--- src/rtl/vec_mag_pkg.sv ---
// vec_mag_pkg: shared FSM states, packed-word field slots and default coordinate width
package vec_mag_pkg;
   localparam int COORD_WIDTH_DEF = 8;
   typedef enum logic [1:0] {S_X1, S_Y1, S_X2, S_Y2} state_e;
   // field slot index inside m_axis_tdata, in units of COORD_WIDTH (x1 in the MSBs)
   localparam int X1_F = 3;
   localparam int Y1_F = 2;
   localparam int X2_F = 1;
   localparam int Y2_F = 0;
endpackage

--- src/rtl/vec_axis_out_slot.sv ---
// vec_axis_out_slot: single-entry output register with valid/ready; holds its word until taken
module vec_axis_out_slot #(
   parameter int W = 32
) (
   input  logic         aclk,
   input  logic         aresetn,
   input  logic         clr_i,
   input  logic         load_i,
   input  logic [W-1:0] data_i,
   input  logic         last_i,
   input  logic         ready_i,
   output logic         valid_o,
   output logic [W-1:0] data_o,
   output logic         last_o
);
   logic         valid_q, valid_d, last_q, last_d;
   logic [W-1:0] data_q, data_d;
   // the producer only loads when the slot is empty or draining, so no overwrite of a held word
   always_comb begin
      valid_d = !clr_i && (load_i || (valid_q && !ready_i));
      data_d  = clr_i ? '0 : load_i ? data_i : data_q;
      last_d  = clr_i ? 1'b0 : load_i ? last_i : last_q;
   end
   always_ff @(posedge aclk or negedge aresetn) begin
      if (!aresetn) begin
         valid_q <= 1'b0;
         data_q  <= '0;
         last_q  <= 1'b0;
      end else begin
         valid_q <= valid_d;
         data_q  <= data_d;
         last_q  <= last_d;
      end
   end
   assign valid_o = valid_q;
   assign data_o  = data_q;
   assign last_o  = valid_q && last_q;
endmodule

--- src/rtl/vec_coord_packer.sv ---
// vec_coord_packer: packs signed coordinate beats into {x1,y1,x2,y2} AXI-Stream words.
// Define VEC_PACK_RADIUS_EN to add radius_mode_i (two-beat groups, x1 = y1 = 0).
module vec_coord_packer
   import vec_mag_pkg::*;
#(
   parameter int COORD_WIDTH = COORD_WIDTH_DEF,
   parameter int BURST_LEN   = 16
) (
   input  logic                     aclk,
   input  logic                     aresetn,
   input  logic [COORD_WIDTH-1:0]   s_axis_tdata,
   input  logic                     s_axis_tvalid,
   input  logic                     s_axis_tlast,
   output logic                     s_axis_tready,
   output logic [4*COORD_WIDTH-1:0] m_axis_tdata,
   output logic                     m_axis_tvalid,
   output logic                     m_axis_tlast,
   input  logic                     m_axis_tready,
   input  logic                     pack_clear_i,
`ifdef VEC_PACK_RADIUS_EN
   input  logic                     radius_mode_i,
`endif
   output logic                     packer_busy_o,
   output logic [31:0]              packet_cnt_o,
   output logic                     frame_err_o
);
   localparam int DW = 4 * COORD_WIDTH;
   localparam int BW = BURST_LEN > 1 ? $clog2(BURST_LEN) : 1;
   state_e                 state_q, state_d;
   logic [COORD_WIDTH-1:0] x1_q, x1_d, y1_q, y1_d, x2_q, x2_d;
   logic [BW-1:0]          burst_q, burst_d;
   logic [31:0]            pkt_q, pkt_d;
   logic                   err_q, err_d, rdy_en_q, rdy_en_d;
   logic                   radius, s_hs, m_hs, lead, grp_done, frame_err, burst_end;
   logic [DW-1:0]          word;
`ifdef VEC_PACK_RADIUS_EN
   assign radius = radius_mode_i;
`else
   assign radius = 1'b0;
`endif
   assign s_hs      = s_axis_tvalid && s_axis_tready;
   assign m_hs      = m_axis_tvalid && m_axis_tready && !pack_clear_i;
   assign lead      = s_hs && state_q == S_X1;
   assign grp_done  = s_hs && state_q == S_Y2;
   assign frame_err = s_hs && s_axis_tlast && state_q != S_Y2;
   assign burst_end = burst_q == BW'(BURST_LEN - 1);
   always_ff @(posedge aclk or negedge aresetn) begin
      if (!aresetn) state_q <= S_X1;
      else state_q <= state_d;
   end
   always_comb begin
      state_d = state_q;
      if (pack_clear_i || frame_err) state_d = S_X1;
      else if (s_hs)
         case (state_q)
            S_X1:    state_d = radius ? S_Y2 : S_Y1;
            S_Y1:    state_d = S_X2;
            S_X2:    state_d = S_Y2;
            default: state_d = S_X1;
         endcase
   end
   // tready stays low until the first edge after reset release and during a flush
   always_comb begin
      s_axis_tready = rdy_en_q && !pack_clear_i && (state_q != S_Y2 || !m_axis_tvalid || m_axis_tready);
      packer_busy_o = state_q != S_X1 || m_axis_tvalid;
   end
   always_comb begin
      rdy_en_d = 1'b1;
      x1_d     = lead ? (radius ? '0 : s_axis_tdata) : x1_q;
      y1_d     = (s_hs && state_q == S_Y1) ? s_axis_tdata : (lead && radius) ? '0 : y1_q;
      x2_d     = (s_hs && state_q == S_X2) || (lead && radius) ? s_axis_tdata : x2_q;
      burst_d  = pack_clear_i ? '0 : grp_done ? ((s_axis_tlast || burst_end) ? '0 : burst_q + 1'b1) : burst_q;
      pkt_d    = pack_clear_i ? '0 : m_hs ? pkt_q + 32'd1 : pkt_q;
      err_d    = !pack_clear_i && (err_q || frame_err);
      word     = '0;
      word[X1_F*COORD_WIDTH +: COORD_WIDTH] = x1_q;
      word[Y1_F*COORD_WIDTH +: COORD_WIDTH] = y1_q;
      word[X2_F*COORD_WIDTH +: COORD_WIDTH] = x2_q;
      word[Y2_F*COORD_WIDTH +: COORD_WIDTH] = s_axis_tdata;
   end
   always_ff @(posedge aclk or negedge aresetn) begin
      if (!aresetn) begin
         x1_q     <= '0;
         y1_q     <= '0;
         x2_q     <= '0;
         burst_q  <= '0;
         pkt_q    <= '0;
         err_q    <= 1'b0;
         rdy_en_q <= 1'b0;
      end else begin
         x1_q     <= x1_d;
         y1_q     <= y1_d;
         x2_q     <= x2_d;
         burst_q  <= burst_d;
         pkt_q    <= pkt_d;
         err_q    <= err_d;
         rdy_en_q <= rdy_en_d;
      end
   end
   vec_axis_out_slot #(.W(DW)) u_slot (
      .aclk    (aclk),
      .aresetn (aresetn),
      .clr_i   (pack_clear_i),
      .load_i  (grp_done),
      .data_i  (word),
      .last_i  (s_axis_tlast || burst_end),
      .ready_i (m_axis_tready),
      .valid_o (m_axis_tvalid),
      .data_o  (m_axis_tdata),
      .last_o  (m_axis_tlast)
   );
   assign packet_cnt_o = pkt_q;
   assign frame_err_o  = err_q;
endmodule
--- config.mk ---
export PLATFORM = sky130hd
export DESIGN_NAME = vec_coord_packer
export DESIGN_NICKNAME = d
export VERILOG_FILES = /design/src/rtl/vec_mag_pkg.sv /design/src/rtl/vec_axis_out_slot.sv /design/src/rtl/vec_coord_packer.sv
export SDC_FILE = /design/constraint.sdc
export NUM_CORES = 1
export LEC_CHECK = 0
export BUFFER_PORTS_ARGS = -buffer_cell sky130_fd_sc_hd__buf_2
export CAP_MARGIN = 0
export CORE_UTILIZATION = 50
export DETAILED_ROUTE_END_ITERATION = 12
export GPL_ROUTABILITY_DRIVEN = 1
export MAX_ROUTING_LAYER = met4
export PLACE_DENSITY = 0.73
export SETUP_SLACK_MARGIN = 0.5
export SLEW_MARGIN = 10
export SYNTH_ARGS = -nofsm -noshare
export SYNTH_HDL_FRONTEND = slang
export SYNTH_HIERARCHICAL = 1
export SYNTH_SLANG_ARGS = --single-unit
--- constraint.sdc ---
create_clock -name aclk -period 2.35 [get_ports aclk]
set_clock_uncertainty 0.1 [all_clocks]
set_input_delay 0.705 -clock aclk [delete_from_list [all_inputs] [get_ports aclk]]
set_output_delay 0.705 -clock aclk [all_outputs]
set_load 0.01 [all_outputs]
Word level (Yosys, flattened, before mapping). Cells that the tools add are included.

Input port bits: 14. Output and inout port bits: 69. Bits in registers: 98. Logic and storage cells: 60.

Reduce and logical (&&, ||, !) cells: 30. Equal/unequal tests: 5. Add/sub/neg operators: 2. Muxes and demuxes: 12.

Operators with widths (count): 32-bit 2-to-1 mux (4); 32-bit by 1-bit adder with 32-bit output, second input constant (1); 1-bit logical AND (15); 4-bit 2-to-1 mux (3); 2-bit nonzero test (4); 1-bit logical OR (7); 2-bit case mux with 3 select lines (1); 4-bit by 1-bit adder with 4-bit output, second input constant (1); 2-bit == test, second input constant (2); 4-bit == test, second input constant (1); 2-bit 2-to-1 mux (2); 1-bit logical NOT (3); 2-bit by 1-bit == test with 1-bit output, second input constant (1); 2-bit logical NOT (1); 1-bit 2-to-1 mux (2); 2-bit inequality test, second input constant (1).

Logic depth before layout (Yosys ltp).
Depth after elaboration: 9. Gate-level depth with buffers: 9. Mapped depth without buffers: 6.

Modules after synthesis. Netlist, hierarchy kept.

Modules (own cells, without submodules): vec_coord_packer (area each 3108.0 um^2, seq. area each 1601.5 um^2, cells each 289, instances 1); vec_axis_out_slot (area each 1415.1 um^2, seq. area each 850.8 um^2, cells each 112, instances 1).

Worst setup path before layout. Ideal clock, no wire load.

Path kind: in2reg. From: input port m_axis_tready. To: register pkt_q[28] (netlist: packet_cnt_o[28]). Buffers on the path: 1. Data required time: 2.172 ns. Slack: 0.030 ns. Library setup time: 0.078 ns. Cell stages on the path: 5. Data arrival time: 2.142 ns. Cell sequence: nand3_1 > or4b_1 > clkbuf_1 > or4_1 > a21oi_1.

Cells in the longest elaborated chain, start to end: 3.

Ends and longest elaborated chain: start, declared (line vec_coord_packer.sv:18) `input logic m_axis_tready,`; 1-bit logical AND (2 in a row) (line vec_coord_packer.sv:42) `assign m_hs = m_axis_tvalid && m_axis_tready && !pack_clear_i;`; 2-bit nonzero test (no line); end signal, assigned (line vec_coord_packer.sv:95) `pkt_q <= pkt_d;`; end, declared (line vec_coord_packer.sv:32) `logic [31:0] pkt_q, pkt_d;`.

No other way between the ends. A chain may end at the register's enable or synchronous reset.

Worst setup path after layout.
From: input port m_axis_tready. To: output port s_axis_tready.

Cells in the longest elaborated chain, start to end: 2.

Ends and longest elaborated chain: 1-bit logical OR (line vec_coord_packer.sv:64) `s_axis_tready = rdy_en_q && !pack_clear_i && (state_q != S_Y2 || !m_axis_tvalid || m_axis_tready);`; 1-bit logical AND (line vec_coord_packer.sv:64); end, declared (line vec_coord_packer.sv:14) `output logic s_axis_tready,`.

No other way between the ends.

==> impl_metrics.tcl <==
set metrics [dict create \
    fin_ws_ns 0.2532 \
    fin_crit_sh 0.8923 \
    leakagePower_nw 2.981 \
    powerDensity_mw_per_mm2 459.9 \
    hold_viol_final 0 \
    port_buffers 82 \
    htreeDepth 3 \
    avgSynthCellArea_um2 11.28 \
    via_per_inst 5.970 \
    place_ws_ns -0.001244 \
    finalCriticalPeriod_ns 2.097 \
    drive_gt1_frac 0.5185 \
    vdd_drop_max_mv 0.2816 \
    clkSinkCount 98 \
    syn-num-nets 421 \
    drc_errors 0 \
    crit_path_end_kind "primary output" \
    crit_fanout 5 \
    ys_ff_latch 98 \
    routabilityCongestion 0.8453 \
    diodes 0 \
    final_util 0.7620 \
    drv_slew 0 \
    syn_inst 401 \
    drt_iter0_drc 204 \
    area_growth_pct 46.92 \
    ys_seq_area_frac 0.5422 \
    worstSkewPairLatency_ns 0.36 \
    cts_root_buffer "clkbuf_8" \
    arrival_ns 1.29 \
    max_freq_mhz 476.9 \
    first_global_vias 3833 \
    vias 4030 \
    crit_type "primary input to primary output" \
    rows 34 \
    antenna_found_initial 0 \
    cts_buffers 9 \
    core_mm2 0.008721 \
    most-common-layout-cells "83 x dfrtp_1, 60 x buf_2, 53 x buf_4" \
    drv_cap 0 \
    grt_max_degree 74 \
    die_height_um 97.11 \
    cts_tree "built" \
    nets 582 \
    start_util 0.5187 \
    relSlewSlack 0.3831 \
    final_antenna_net_count 0 \
    io_pins 83 \
    tns_ns 0 \
    die_area_mm2 0.009430 \
    synth_area_mm2 0.004523 \
    wl_per_cell_um 20.53 \
    startpoint_type "primary input" \
    setup-violations-final 0 \
    tightest_slew_ns 0.9254 \
    wirelength_um 13860 \
    status "finished, final reports clean" \
    gr-total-overflow 0 \
    clk_pin_slew_worst_paths_ns 0.10 \
    clock_path_buffers 2 \
    ys_types 40 \
    firstDrtPassIters 5 \
    hp-class "primary input to async pin" \
    final_common_cell "dfrtp_1" \
    grt_usage 0.2661 \
    grt_pass1_wl_um 19470 \
    hpwl_um 6722 \
    rsz0062_at_grt "true" \
    worst-endpoint-required_ns 1.54 \
    yosysWarnings 6 \
    cts_hold_buf 0 \
    die_w_um 97.11 \
    total_power_mw 3.056 \
]
==> stage by stage <==
| step | std cells | hold slack (ns) | cell area (um^2) |
|---|---|---|---|
| after floorplan | 401 | 0.3094 | 4659 |
| after global placement | 588 | 0.3730 | 5201 |
| after detailed placement | 588 | 0.3808 | 5201 |
| after CTS | 645 | 0.2368 | 5919 |
| after global routing | 675 | 0.2612 | 6645 |
| final | 675 | 0.2289 | 6645 |
==> registers in the layout, summed over array words and instances (netlist names), 2 cells and up <==
signal	flops
state_q	2
u_slot/data_o	32
y1_q	8
packet_cnt_o	32
burst_q	4
x1_q	8
x2_q	8
==> synthesized netlist by cell type (all sizes together) <==
cell type / count / share of area
a211oi: 1 / 0.0028
a21oi: 27 / 0.030
a31o: 1 / 0.0019
a31oi: 1 / 0.0014
and2: 4 / 0.0055
and3: 3 / 0.0041
and4: 5 / 0.010
buf: 9 / 0.022
clkbuf: 11 / 0.0091
conb: 1 / 0.00083
dfrtp: 98 / 0.54
ha: 6 / 0.017
inv: 9 / 0.0075
mux2: 25 / 0.062
mux2i: 33 / 0.073
nand2: 19 / 0.016
nand2b: 5 / 0.0069
nand3: 12 / 0.013
nand4: 13 / 0.021
nor2: 48 / 0.040
nor2b: 2 / 0.0028
nor3: 3 / 0.0033
nor4: 3 / 0.0041
o2111ai: 1 / 0.0019
o21ai: 7 / 0.0077
o31ai: 15 / 0.025
or2: 1 / 0.0014
or3: 6 / 0.0083
or4: 17 / 0.029
or4b: 3 / 0.0066
xnor2: 7 / 0.014
xor2: 5 / 0.0097
==> repair_timing <==
action | in CTS | in global routing
pin swaps | 18 | 12
gates cloned | 6 | 2
resized for setup | 48 | 104
setup endpoints to repair | 76 | 105
buffers inserted | 35 | 28
==> final timing paths <==
kind / from / endpoint / slack (ns) / cells after the start
setup reg to reg: state_q[1] / u_slot/data_o[30] / 0.28 / 8
hold reg to reg: x1_q[1] / x1_q[1] / 0.40 / 1
max in group asynchronous: aresetn / packet_cnt_o[12] / 1.34 / 2
hold / removal: aresetn / u_slot/data_o[5] / 0.23 / 1
min in group aclk: x1_q[1] / x1_q[1] / 0.40 / 1
setup / recovery: m_axis_tready / s_axis_tready / 0.25 / 4
==> cells by family after synthesis <==
group,count (synthesis),share of synthesized area
XOR/XNOR,12,0.02324
adder cells (fa/ha/maj),6,0.01660
other,1,0.0008291
AND/OR/NAND/NOR,144,0.1723
flip-flops,98,0.5422
multiplexers,58,0.1353
buffers and inverters,29,0.03900
AO/OA/AOI/OAI,53,0.07054
==> area by class of cell <==
class	count	area, um^2
Tap cell	108	135.1
Multi-Input combinational cell	278	2402
Fill cell	528	2076
Clock inverter	3	22.52
Timing Repair Buffer	166	1399
Inverter	9	46.29
Sequential cell	98	2471
Clock buffer	13	168.9
==> worst max-delay path, stage by stage <==
cell and delay (ns):
buf_2 0.15, nor2b_4 0.22, a21oi_4 0.09, buf_6 0.12
==> per-layer routing <==
metal | wire length, um | global-route usage | up-vias | share of wire
li1 | - | - | 1771 | -
met1 | 5501 | 0.3440 | 2039 | 0.40
met2 | 7303 | 0.4404 | 188 | 0.53
met3 | 706 | 0.04029 | 32 | 0.051
met4 | 348 | 0.07233 | 0 | 0.025
met5 | 0 | - | - | 0
==> report_power, final <==
part | internal [mW] | total, mW | switching (mW)
clock | 0.474 | 1.08 | 0.606
sequential | 1.74 | 1.78 | 0.0375
combinational | 0.0871 | 0.197 | 0.110
total | 2.30 | 3.06 | 0.754
(Power assumes the default switching activity.)
